$ cat config.mk
export PLATFORM = sky130hd
export DESIGN_NAME = assoc_cache
export DESIGN_NICKNAME = d
export VERILOG_FILES = /design/src/rtl/cache_pkg.sv /design/src/rtl/cache_victim_sel.sv /design/src/rtl/assoc_cache.sv
export SDC_FILE = /design/constraint.sdc
export NUM_CORES = 1
export LEC_CHECK = 0
export CAP_MARGIN = 10
export CORE_ASPECT_RATIO = 1.4
export CORE_UTILIZATION = 30
export DETAILED_ROUTE_END_ITERATION = 8
export GPL_TIMING_DRIVEN = 0
export SLEW_MARGIN = 20
export SYNTH_ARGS = -nofsm -noshare
export SYNTH_HDL_FRONTEND = slang
export SYNTH_HIERARCHICAL = 1
export SYNTH_SLANG_ARGS = --single-unit
$ cat constraint.sdc
create_clock -name clk -period 5 [get_ports clk]
set_input_delay 1 -clock clk [delete_from_list [all_inputs] [get_ports clk]]
set_output_delay 1 -clock clk [all_outputs]
set_load 0.02 [all_outputs]
$ cat src/rtl/cache_pkg.sv
// Shared types and width helpers for the set-associative cache.
// Contents: controller state enum and the offset/index/tag/way width functions.
package cache_pkg;

  typedef enum logic [1:0] {
    IDLE = 2'd0,
    WB   = 2'd1,
    FILL = 2'd2,
    RESP = 2'd3
  } state_e;

  // Word-offset width inside a line.
  function automatic int unsigned off_w(input int unsigned words);
    return $clog2(words);
  endfunction

  // Set-index width.
  function automatic int unsigned idx_w(input int unsigned sets);
    return $clog2(sets);
  endfunction

  // Tag width: whatever is left of the word address.
  function automatic int unsigned tag_w(input int unsigned addr_w,
                                        input int unsigned sets,
                                        input int unsigned words);
    return addr_w - $clog2(sets) - $clog2(words);
  endfunction

  // Way-number width; a direct-mapped cache still carries one bit.
  function automatic int unsigned way_w(input int unsigned ways);
    return (ways > 1) ? $clog2(ways) : 1;
  endfunction

endpackage

$ cat src/rtl/cache_victim_sel.sv
// Replacement victim selection: lowest invalid way first, otherwise the
// per-set round-robin pointer. Pointers advance only on a line fill.
// Ports:
//   clk, rst      clock and synchronous active-high reset (clears pointers)
//   set_idx       set being looked up (also the set a fill updates)
//   set_valid     valid bits of that set, one per way
//   upd_en        a fill completes this cycle
//   upd_way       way that was filled
//   victim_way_c  combinational victim way for set_idx
module cache_victim_sel
  import cache_pkg::*;
#(
  parameter int unsigned SETS = 8,
  parameter int unsigned WAYS = 2
) (
  input  logic                       clk,
  input  logic                       rst,
  input  logic [idx_w(SETS)-1:0]     set_idx,
  input  logic [WAYS-1:0]            set_valid,
  input  logic                       upd_en,
  input  logic [way_w(WAYS)-1:0]     upd_way,
  output logic [way_w(WAYS)-1:0]     victim_way_c
);

  localparam int unsigned WAY_W = way_w(WAYS);

  if (WAYS == 1) begin : g_direct
    // Direct-mapped: the only way is always the victim.
    assign victim_way_c = '0;
  end else begin : g_rr
    logic [WAY_W-1:0] ptr_q [SETS];
    logic             found;

    // Round-robin pointers: next way after the one just filled.
    always_ff @(posedge clk) begin
      if (rst) begin
        for (int s = 0; s < int'(SETS); s++) begin
          ptr_q[s] <= '0;
        end
      end else if (upd_en) begin
        ptr_q[set_idx] <= (upd_way == WAY_W'(WAYS - 1)) ? '0 : upd_way + WAY_W'(1);
      end
    end

    // Invalid ways take priority, lowest number first.
    always_comb begin
      found        = 1'b0;
      victim_way_c = ptr_q[set_idx];
      for (int w = 0; w < int'(WAYS); w++) begin
        if (!found && !set_valid[WAY_W'(w)]) begin
          found        = 1'b1;
          victim_way_c = WAY_W'(w);
        end
      end
    end
  end

endmodule

$ cat src/rtl/assoc_cache.sv
// Set-associative, write-back, write-allocate cache with a single line-wide
// memory port. One access at a time: hits complete in the response cycle after
// the request edge, misses go through an optional writeback then a fill.
// Ports:
//   clk, rst                       clock, synchronous active-high reset
//   cpu_en, cpu_rd_wrt             request valid, 1=read 0=write
//   cpu_addr, cpu_wdata            word address {tag,index,offset}, write data
//   cpu_rdata, cpu_done, cpu_hit   read data, one-cycle completion, hit flag
//   mem_req, mem_we                memory request, 1=writeback 0=fill
//   mem_addr, mem_wdata            line address, writeback line
//   mem_rdata, mem_rdy             fill line, memory completion
module assoc_cache
  import cache_pkg::*;
#(
  parameter int unsigned ADDR_W = 16,
  parameter int unsigned DATA_W = 16,
  parameter int unsigned WORDS  = 4,
  parameter int unsigned SETS   = 8,
  parameter int unsigned WAYS   = 2
) (
  input  logic                               clk,
  input  logic                               rst,
  input  logic                               cpu_en,
  input  logic                               cpu_rd_wrt,
  input  logic [ADDR_W-1:0]                  cpu_addr,
  input  logic [DATA_W-1:0]                  cpu_wdata,
  output logic [DATA_W-1:0]                  cpu_rdata,
  output logic                               cpu_done,
  output logic                               cpu_hit,
  output logic                               mem_req,
  output logic                               mem_we,
  output logic [ADDR_W-off_w(WORDS)-1:0]     mem_addr,
  output logic [WORDS*DATA_W-1:0]            mem_wdata,
  input  logic [WORDS*DATA_W-1:0]            mem_rdata,
  input  logic                               mem_rdy
);

  localparam int unsigned OFF_W   = off_w(WORDS);
  localparam int unsigned IDX_W   = idx_w(SETS);
  localparam int unsigned TAG_W   = tag_w(ADDR_W, SETS, WORDS);
  localparam int unsigned LINE_W  = WORDS * DATA_W;
  localparam int unsigned WAY_W   = way_w(WAYS);
  localparam int unsigned MADDR_W = ADDR_W - OFF_W;

  state_e state_q, state_d;

  logic [WAYS-1:0]   valid_q [SETS];
  logic [WAYS-1:0]   dirty_q [SETS];
  logic [TAG_W-1:0]  tag_q   [SETS][WAYS];
  logic [LINE_W-1:0] data_q  [SETS][WAYS];

  logic [OFF_W-1:0]  req_off;
  logic [IDX_W-1:0]  req_idx;
  logic [TAG_W-1:0]  req_tag;
  logic [31:0]       word_lsb;

  logic              hit_c;
  logic [WAY_W-1:0]  hit_way_c;
  logic [WAY_W-1:0]  vict_way_c, vict_way_q, vict_way_d;
  logic              vict_dirty_c;
  logic [LINE_W-1:0] hit_line_c, vict_line_c, fill_line_c;
  logic [TAG_W-1:0]  vict_tag_c;
  logic              hit_wr_c, fill_done_c;

  logic [DATA_W-1:0]  rdata_d;
  logic               done_d, hit_d, req_d, we_d;
  logic [MADDR_W-1:0] maddr_d;
  logic [LINE_W-1:0]  mwdata_d;

  // Request fields; the requester holds them until done.
  assign req_off  = cpu_addr[OFF_W-1:0];
  assign req_idx  = cpu_addr[OFF_W +: IDX_W];
  assign req_tag  = cpu_addr[ADDR_W-1 -: TAG_W];
  assign word_lsb = 32'(req_off) * DATA_W;

  // Tag lookup across the ways of the addressed set.
  always_comb begin
    hit_c     = 1'b0;
    hit_way_c = '0;
    for (int w = 0; w < int'(WAYS); w++) begin
      if (!hit_c && valid_q[req_idx][WAY_W'(w)] && (tag_q[req_idx][WAY_W'(w)] == req_tag)) begin
        hit_c     = 1'b1;
        hit_way_c = WAY_W'(w);
      end
    end
  end

  cache_victim_sel #(
    .SETS (SETS),
    .WAYS (WAYS)
  ) u_victim_sel (
    .clk          (clk),
    .rst          (rst),
    .set_idx      (req_idx),
    .set_valid    (valid_q[req_idx]),
    .upd_en       (fill_done_c),
    .upd_way      (vict_way_q),
    .victim_way_c (vict_way_c)
  );

  assign hit_line_c   = data_q[req_idx][hit_way_c];
  assign vict_line_c  = data_q[req_idx][vict_way_c];
  assign vict_tag_c   = tag_q[req_idx][vict_way_c];
  assign vict_dirty_c = valid_q[req_idx][vict_way_c] & dirty_q[req_idx][vict_way_c];

  assign hit_wr_c    = (state_q == IDLE) && cpu_en && hit_c && !cpu_rd_wrt;
  assign fill_done_c = (state_q == FILL) && mem_rdy;

  // Fill line with a pending write merged in, so a write miss completes in place.
  always_comb begin
    fill_line_c = mem_rdata;
    if (!cpu_rd_wrt) begin
      fill_line_c[word_lsb +: DATA_W] = cpu_wdata;
    end
  end

  // State register.
  always_ff @(posedge clk) begin
    if (rst) begin
      state_q <= IDLE;
    end else begin
      state_q <= state_d;
    end
  end

  // Next-state logic.
  always_comb begin
    state_d = state_q;
    case (state_q)
      IDLE: begin
        if (cpu_en) begin
          if (hit_c)             state_d = RESP;
          else if (vict_dirty_c) state_d = WB;
          else                   state_d = FILL;
        end
      end
      WB:      if (mem_rdy) state_d = FILL;
      FILL:    if (mem_rdy) state_d = RESP;
      RESP:    state_d = IDLE;
      default: state_d = IDLE;
    endcase
  end

  // Next values of the registered outputs; memory signals hold until accepted.
  always_comb begin
    rdata_d    = cpu_rdata;
    done_d     = 1'b0;
    hit_d      = cpu_hit;
    req_d      = mem_req;
    we_d       = mem_we;
    maddr_d    = mem_addr;
    mwdata_d   = mem_wdata;
    vict_way_d = vict_way_q;
    case (state_q)
      IDLE: begin
        if (cpu_en) begin
          if (hit_c) begin
            done_d = 1'b1;
            hit_d  = 1'b1;
            if (cpu_rd_wrt) rdata_d = hit_line_c[word_lsb +: DATA_W];
          end else begin
            vict_way_d = vict_way_c;
            req_d      = 1'b1;
            if (vict_dirty_c) begin
              we_d     = 1'b1;
              maddr_d  = {vict_tag_c, req_idx};
              mwdata_d = vict_line_c;
            end else begin
              we_d    = 1'b0;
              maddr_d = {req_tag, req_idx};
            end
          end
        end
      end
      WB: begin
        if (mem_rdy) begin
          we_d    = 1'b0;
          maddr_d = {req_tag, req_idx};
        end
      end
      FILL: begin
        if (mem_rdy) begin
          req_d  = 1'b0;
          done_d = 1'b1;
          hit_d  = 1'b0;
          if (cpu_rd_wrt) rdata_d = mem_rdata[word_lsb +: DATA_W];
        end
      end
      default: ;
    endcase
  end

  // Output registers.
  always_ff @(posedge clk) begin
    if (rst) begin
      cpu_rdata  <= '0;
      cpu_done   <= 1'b0;
      cpu_hit    <= 1'b0;
      mem_req    <= 1'b0;
      mem_we     <= 1'b0;
      mem_addr   <= '0;
      mem_wdata  <= '0;
      vict_way_q <= '0;
    end else begin
      cpu_rdata  <= rdata_d;
      cpu_done   <= done_d;
      cpu_hit    <= hit_d;
      mem_req    <= req_d;
      mem_we     <= we_d;
      mem_addr   <= maddr_d;
      mem_wdata  <= mwdata_d;
      vict_way_q <= vict_way_d;
    end
  end

  // Line state bits.
  always_ff @(posedge clk) begin
    if (rst) begin
      for (int s = 0; s < int'(SETS); s++) begin
        valid_q[s] <= '0;
        dirty_q[s] <= '0;
      end
    end else begin
      if (hit_wr_c) begin
        dirty_q[req_idx][hit_way_c] <= 1'b1;
      end
      if (fill_done_c) begin
        valid_q[req_idx][vict_way_q] <= 1'b1;
        dirty_q[req_idx][vict_way_q] <= !cpu_rd_wrt;
      end
    end
  end

  // Tag and data arrays; no reset needed since valid gates every use.
  always_ff @(posedge clk) begin
    if (!rst) begin
      if (hit_wr_c) begin
        data_q[req_idx][hit_way_c][word_lsb +: DATA_W] <= cpu_wdata;
      end
      if (fill_done_c) begin
        data_q[req_idx][vict_way_q] <= fill_line_c;
        tag_q[req_idx][vict_way_q]  <= req_tag;
      end
    end
  end

endmodule

After elaboration in Yosys (flattened, before gate mapping)
Memories as Yosys holds them, arrays and structs flattened.
Cells that the tools add are included.
- add/subtract/negate cells: 2
- $lt $le $gt $ge: 6
- equality and inequality tests: 11
- shifts and indexed selects: 4
- mux-type cells: 139
- bitwise logic cells: 69
- reductions and logical operators: 21
- operators with widths (operator ; number):
    64-bit 2-to-1 mux ; 6
    128-bit 2-to-1 mux ; 1
    64-bit by 7-bit variable part select with 16-bit output ; 2
    1-bit 2-to-1 mux ; 94
    16-bit 2-to-1 mux ; 5
    1-bit bitwise OR ; 65
    64-bit bitwise mux ; 1
    64-bit demux with 1-bit select ; 1
    16-bit by 34-bit variable shift with 64-bit output, first input constant ; 1
    16-bit by 34-bit variable part select with 64-bit output ; 1
    14-bit 2-to-1 mux ; 4
    11-bit 2-to-1 mux ; 4
    6-bit negator with 34-bit output ; 1
    16-bit one-hot mux with 2 select lines ; 1
    14-bit one-hot mux with 2 select lines ; 1
    22-bit 2-to-1 mux ; 1
    2-bit 2-to-1 mux ; 10
    4-bit AND reduction ; 4
    2-bit != test, second input constant ; 7
    11-bit demux with 1-bit select ; 1
    11-bit equality test ; 1
    3-bit 2-to-1 mux ; 3
    1-bit one-hot mux with 2 select lines ; 4
    2-bit one-hot mux with 4 select lines ; 1
    19 further kinds ; 32
- bits in registers: 101
- memory bits (writable): 1240
- input port bits: 101
- output and inout bits: 98
- word-level logic and storage cells: 266
- memories kept: 5
- memories (name ; depth ; width ; rd ports ; clocked after memory_dff ; write ports ; RTL line ; text):
    data_q ; 8 ; 128 ; 1 ; 0 ; 1 ; assoc_cache.sv:50 ; logic [LINE_W-1:0] data_q [SETS][WAYS];
    tag_q ; 8 ; 22 ; 1 ; 0 ; 1 ; assoc_cache.sv:49 ; logic [TAG_W-1:0] tag_q [SETS][WAYS];
    dirty_q ; 8 ; 2 ; 1 ; 0 ; 8 ; assoc_cache.sv:48 ; logic [WAYS-1:0] dirty_q [SETS];
    valid_q ; 8 ; 2 ; 1 ; 0 ; 8 ; assoc_cache.sv:47 ; logic [WAYS-1:0] valid_q [SETS];
    u_victim_sel.g_rr.ptr_q ; 8 ; 1 ; 1 ; 0 ; 8 ; cache_victim_sel.sv:31 ; logic [WAY_W-1:0] ptr_q [SETS];

Longest topological paths before layout
An unclocked memory read counts as a cell.
- depth in word-level cells: 12
- mapped depth: 16
- depth with buffers taken out: 10

Modules after synthesis
Netlist, hierarchy kept.
- by module, submodules not included (module ; instances ; cells an instance ; area each (um2) ; sequential area each (um2)):
    assoc_cache ; 1 ; 3429 ; 53123.4 ; 38857.3
    cache_victim_sel ; 1 ; 47 ; 485.5 ; 240.2

Least setup slack after synthesis
No wires, ideal clock.
- kind: in2reg
- start: in cpu_addr[4]
- end: mem data_q[2][0] (netlist bit) (enable)
- library setup time: 0.430 ns
- arrival: 4.398 ns
- required time: 4.570 ns
- slack: 0.173 ns
- stages on the path: 11
- buffers on the path: 8
- cells stage by stage: buf_2 -> buf_4 -> buf_6 -> buf_6 -> nor3b_2 -> buf_2 -> buf_2 -> buf_2 -> buf_2 -> nand2_1 -> inv_1
- RTL lines (item ; RTL line ; text):
    start, declared ; assoc_cache.sv:25 ; input logic [ADDR_W-1:0] cpu_addr,
    end, declared ; assoc_cache.sv:50 ;
No word-level cell before the write port.

Worst setup path in the final report
- start: in cpu_addr[3]
- end: reg cpu_rdata[15]
- cells in the longest elaborated chain, start to end: 6
- elaborated cells on any way between the ends: 13
- those cells by class: eq/ne (2); shift (1); mux (5); reduce/logical (2); memory (3)
- RTL lines (item ; RTL line ; text):
    memory 8 x 128 bit or memory 8 x 22 bit (tied branches) ; -- ;
    64-bit by 7-bit variable part select with 16-bit output or 11-bit equality test (tied branches) ; assoc_cache.sv:160, assoc_cache.sv:81 ;
    16-bit 2-to-1 mux or 1-bit logical AND (tied branches) ; assoc_cache.sv:160, assoc_cache.sv:81 ;
    16-bit 2-to-1 mux or 1-bit 2-to-1 mux (tied branches) ; assoc_cache.sv:157, assoc_cache.sv:81 ;
    16-bit 2-to-1 mux or 2-bit != test (tied branches) ; -- ;
    16-bit one-hot mux with 2 select lines or 6-bit AND reduction (tied branches) ; -- ;
    end signal, assigned ; assoc_cache.sv:205 ; cpu_rdata <= rdata_d;
    end, declared ; assoc_cache.sv:27 ; output logic [DATA_W-1:0] cpu_rdata,
Several ways; a longest one is shown, not always the timed one. The select of a mux whose other input is x is not followed.
A chain may end at the register's enable or synchronous reset.

==> out/results.ini <==
[route]
via_count=36700
drt-initial-drc-count=5432
antenna_left=0
wl_per_cell_um=36.2
vias_per_cell=5.82
drt-total-wl_um=228000
dr.pass1.iters=5
drc=0

[logic_synthesis]
synth.distinct_cells=73
syn-num-nets=3585
synth-async-reset-ratio=0
syn_avg_cell_area_um2=15.4
synth-seq-cells=1341
ys.flop_type=edfxtp_1
netlist_instances=3476
ys_seq_area_frac=0.729
synth_top_area_share=0.686
yosys.area.top_type=edfxtp_1
ys.warnings.count=6
synth_edf_count=1224
yosys-top-cells-area=edfxtp_1 (69%), dfxtp_1 (4.4%), a22oi_1 (3.0%)
netlist_area_um2=53600

[worst_hold_path]
hold_end=valid_q[4][1]
min_path_cells=1
hp-class=flip-flop to flip-flop
hp-start=valid_q[4][1]

[global_route]
grt_first_pass_wirelength_um=301000
grt_overflow_total=0
grt_pass1_vias=34100
grt_usage=0.247
antenna_found_initial=40
grt_max_degree=56

[cells_and_area]
layout-drive-gt1-share=0.169
area_delta_synth_final_pct=20.0
n_fill_cell=16600
area.sequential_um2=39100
multiInputGateArea_um2=13700
nets=3999
final_area_um2=64300
instances_no_fill=6311

[clock_tree]
cts_hold_buffers=0
cts_root_buf=clkbuf_16
cts_tree=done
numClockSinks=1341
clkLatencyLatePin_ns=0.79
cts.path.max_buffers=3
path_clk_slew_ns=0.06
cts_htree_levels=3
numCtsBuffers=120

[floorplanning]
die-height_um=502
start_util=0.302
core-area_um2=177000
dieArea_um2=180000
pin_count=199
die_w_um=359
floorplan.rows=183

[worst_setup_path]
reg2reg_slack_ns=0.17
critPathCaptureType=flip-flop
reg2reg_to=data_q[4][125]
reg2reg_depth=8
r2r_start=state_q[0]
startpoint_type=input port
arrival_ns=5.70
crit_fanout=10
required_ns=5.61
path_class=input port to flip-flop

[timing]
max_freq_mhz=196
fin_skew_ns=0.0443
report.final.slew_viol_count=0
worst_pin_slew_ns=1.24
final_hold_viol_count=0
rsz0062_at_grt=true
slew_headroom=0.173
fin_crit_sh=1.02
post-route-min-period_ns=5.09
finalSetupViolations=9
whs_ns=0.452
worst_slack_ns=-0.0908

[place]
placed_cells=6058
dp_hpwl_um=166000
gp_congestion=1.02
port_buffers=195
place_area_um2=59600

[pwr]
clock_power_share=0.374
peakVddDrop_v=0.000291
swShare=0.266
power.total_w=0.0252
switchingPower_w=0.00669
p_leak_nw=20.8
combPwrFrac=0.128
power_density_nw_per_um2=391
p_int_w=0.0185
power.share.sequential=0.498

[outcome]
status=finished with violations
violations=setup timing

[flow_run]
drv_cap=0

-- worst max path at each step --
stage,endpoint,from
6_report,cpu_rdata[15],cpu_addr[3]
5_1_grt,data_q[7][110],cpu_addr[0]
4_1_cts,mem_wdata[38],cpu_addr[3]
3_5_place_dp,data_q[0][57],cpu_addr[3]
3_3_place_gp,data_q[1][17],cpu_addr[3]
2_1_floorplan,data_q[2][0],cpu_addr[4]
-- what timing repair did --
| item | CTS | global route |
|---|---|---|
| gates cloned | 1 | 0 |
| setup endpoints to repair | 1524 | 600 |
| resized for setup | 66 | 61 |
| buffers inserted | 16 | 6 |
| pin swaps | 12 | 5 |
-- stage by stage --
step                 util  TNS [ns]  worst slack (ns)
detailed placement  0.336  -2201.82             -1.93
finish              0.363    -0.536           -0.0908
global placement    0.329  -5057.31             -4.32
global route        0.362     -1.07           -0.0413
CTS                 0.361    -0.106           -0.0457
floorplan               -         0             0.173
-- sequential cells by signal, summed over array words and instances, names as in the netlist --
signal	flops
cpu_done	1
cpu_hit	1
cpu_rdata	16
data_q	1024
dirty_q	16
mem_addr	14
mem_req	1
mem_wdata	64
mem_we	1
state_q	2
tag_q	176
u_victim_sel/g_rr.ptr_q	8
valid_q	16
vict_way_q	1
-- power groups by stage --
| stage | registers [W] | clock network (W) | logic (W) |
|---|---|---|---|
| 2_1_floorplan | 0.0128 | 0 | 0.00131 |
| 6_report | 0.0126 | 0.00941 | 0.00322 |
| 3_5_place_dp | 0.0128 | 0 | 0.00305 |
| 4_1_cts | 0.0126 | 0.00943 | 0.00308 |
| 3_3_place_gp | 0.0128 | 0 | 0.00292 |
| 5_1_grt | 0.0126 | 0.00982 | 0.00325 |
-- critical path: stages --
cell           delay, ns
dlygate4sd2_1       0.45
buf_6               0.24
buf_6               0.23
buf_6               0.21
buf_4               0.29
nor3_4              0.10
clkbuf_1            0.50
a22oi_1             0.33
nand4_1             0.86
mux4_2              0.84
mux2_2              0.40
mux2i_1             0.16
nor2_1              0.06
-- per-layer routing --
layer | vias up | track usage | part of all wire
li1 | 14600 | - | -
met1 | 18800 | 0.310 | 0.37
met2 | 2647 | 0.384 | 0.45
met3 | 591 | 0.0572 | 0.11
met4 | 44 | 0.156 | 0.071
met5 | - | 0 | 0.0013
-- final cells by class --
class,instances,area share
Timing Repair Buffer,293,0.0502
Inverter,29,0.00272
Clock inverter,59,0.0106
Buffer,247,0.0196
Multi-Input combinational cell,1858,0.214
Clock buffer,162,0.0501
Sequential cell,1341,0.608
Antenna cell,10,0.000389
Tap cell,2312,0.0450
-- synth_stat cells (18+ instances only) --
| library cell | count |
|---|---|
| buf_2 | 83 |
| a21oi_1 | 144 |
| nand3_1 | 28 |
| buf_4 | 22 |
| edfxtp_1 | 1224 |
| mux2_2 | 91 |
| a221oi_1 | 125 |
| nor2_1 | 239 |
| buf_1 | 18 |
| a21o_1 | 26 |
| mux2i_1 | 148 |
| a22oi_1 | 213 |
| dfxtp_1 | 117 |
| nand4_1 | 37 |
| clkbuf_1 | 116 |
| o21ai_0 | 172 |
| nand2_1 | 262 |
| nand2b_1 | 31 |
| o211ai_1 | 23 |
| a22o_1 | 45 |
| inv_1 | 24 |
| mux4_2 | 68 |
-- cell families (layout without fill, tap and decap cells) --
kind of cell | Yosys count | in the layout | share of synthesized area
flops | 1341 | 1341 | 0.729
simple gates | 668 | 668 | 0.0552
buf+inv | 277 | 790 | 0.0241
compound gates | 867 | 867 | 0.113
other cells | 0 | 10 | 0
fa+ha+maj | 8 | 8 | 0.00187
mux | 308 | 308 | 0.0757
xor+xnor | 7 | 7 | 0.00114
-- cell usage in the layout (no fill, tap or decap), drive strengths merged, types with 26 or more instances in the layout --
cell | Yosys | final
clkbuf | 116 | 286
mux4 | 68 | 68
buf | 132 | 219
mux2 | 91 | 91
nand2b | 31 | 31
nand3 | 28 | 28
nand4 | 37 | 37
a21o | 26 | 26
a22oi | 213 | 213
o21ai | 175 | 175
dfxtp | 117 | 117
inv | 26 | 29
a21oi | 144 | 144
a221oi | 125 | 125
nand2 | 262 | 262
mux2i | 149 | 149
clkdlybuf4s50 | 0 | 194
nor2 | 239 | 239
a22o | 45 | 45
clkinv | 3 | 42
edfxtp | 1224 | 1224
No activity file was read; power rests on OpenSTA's default activity.
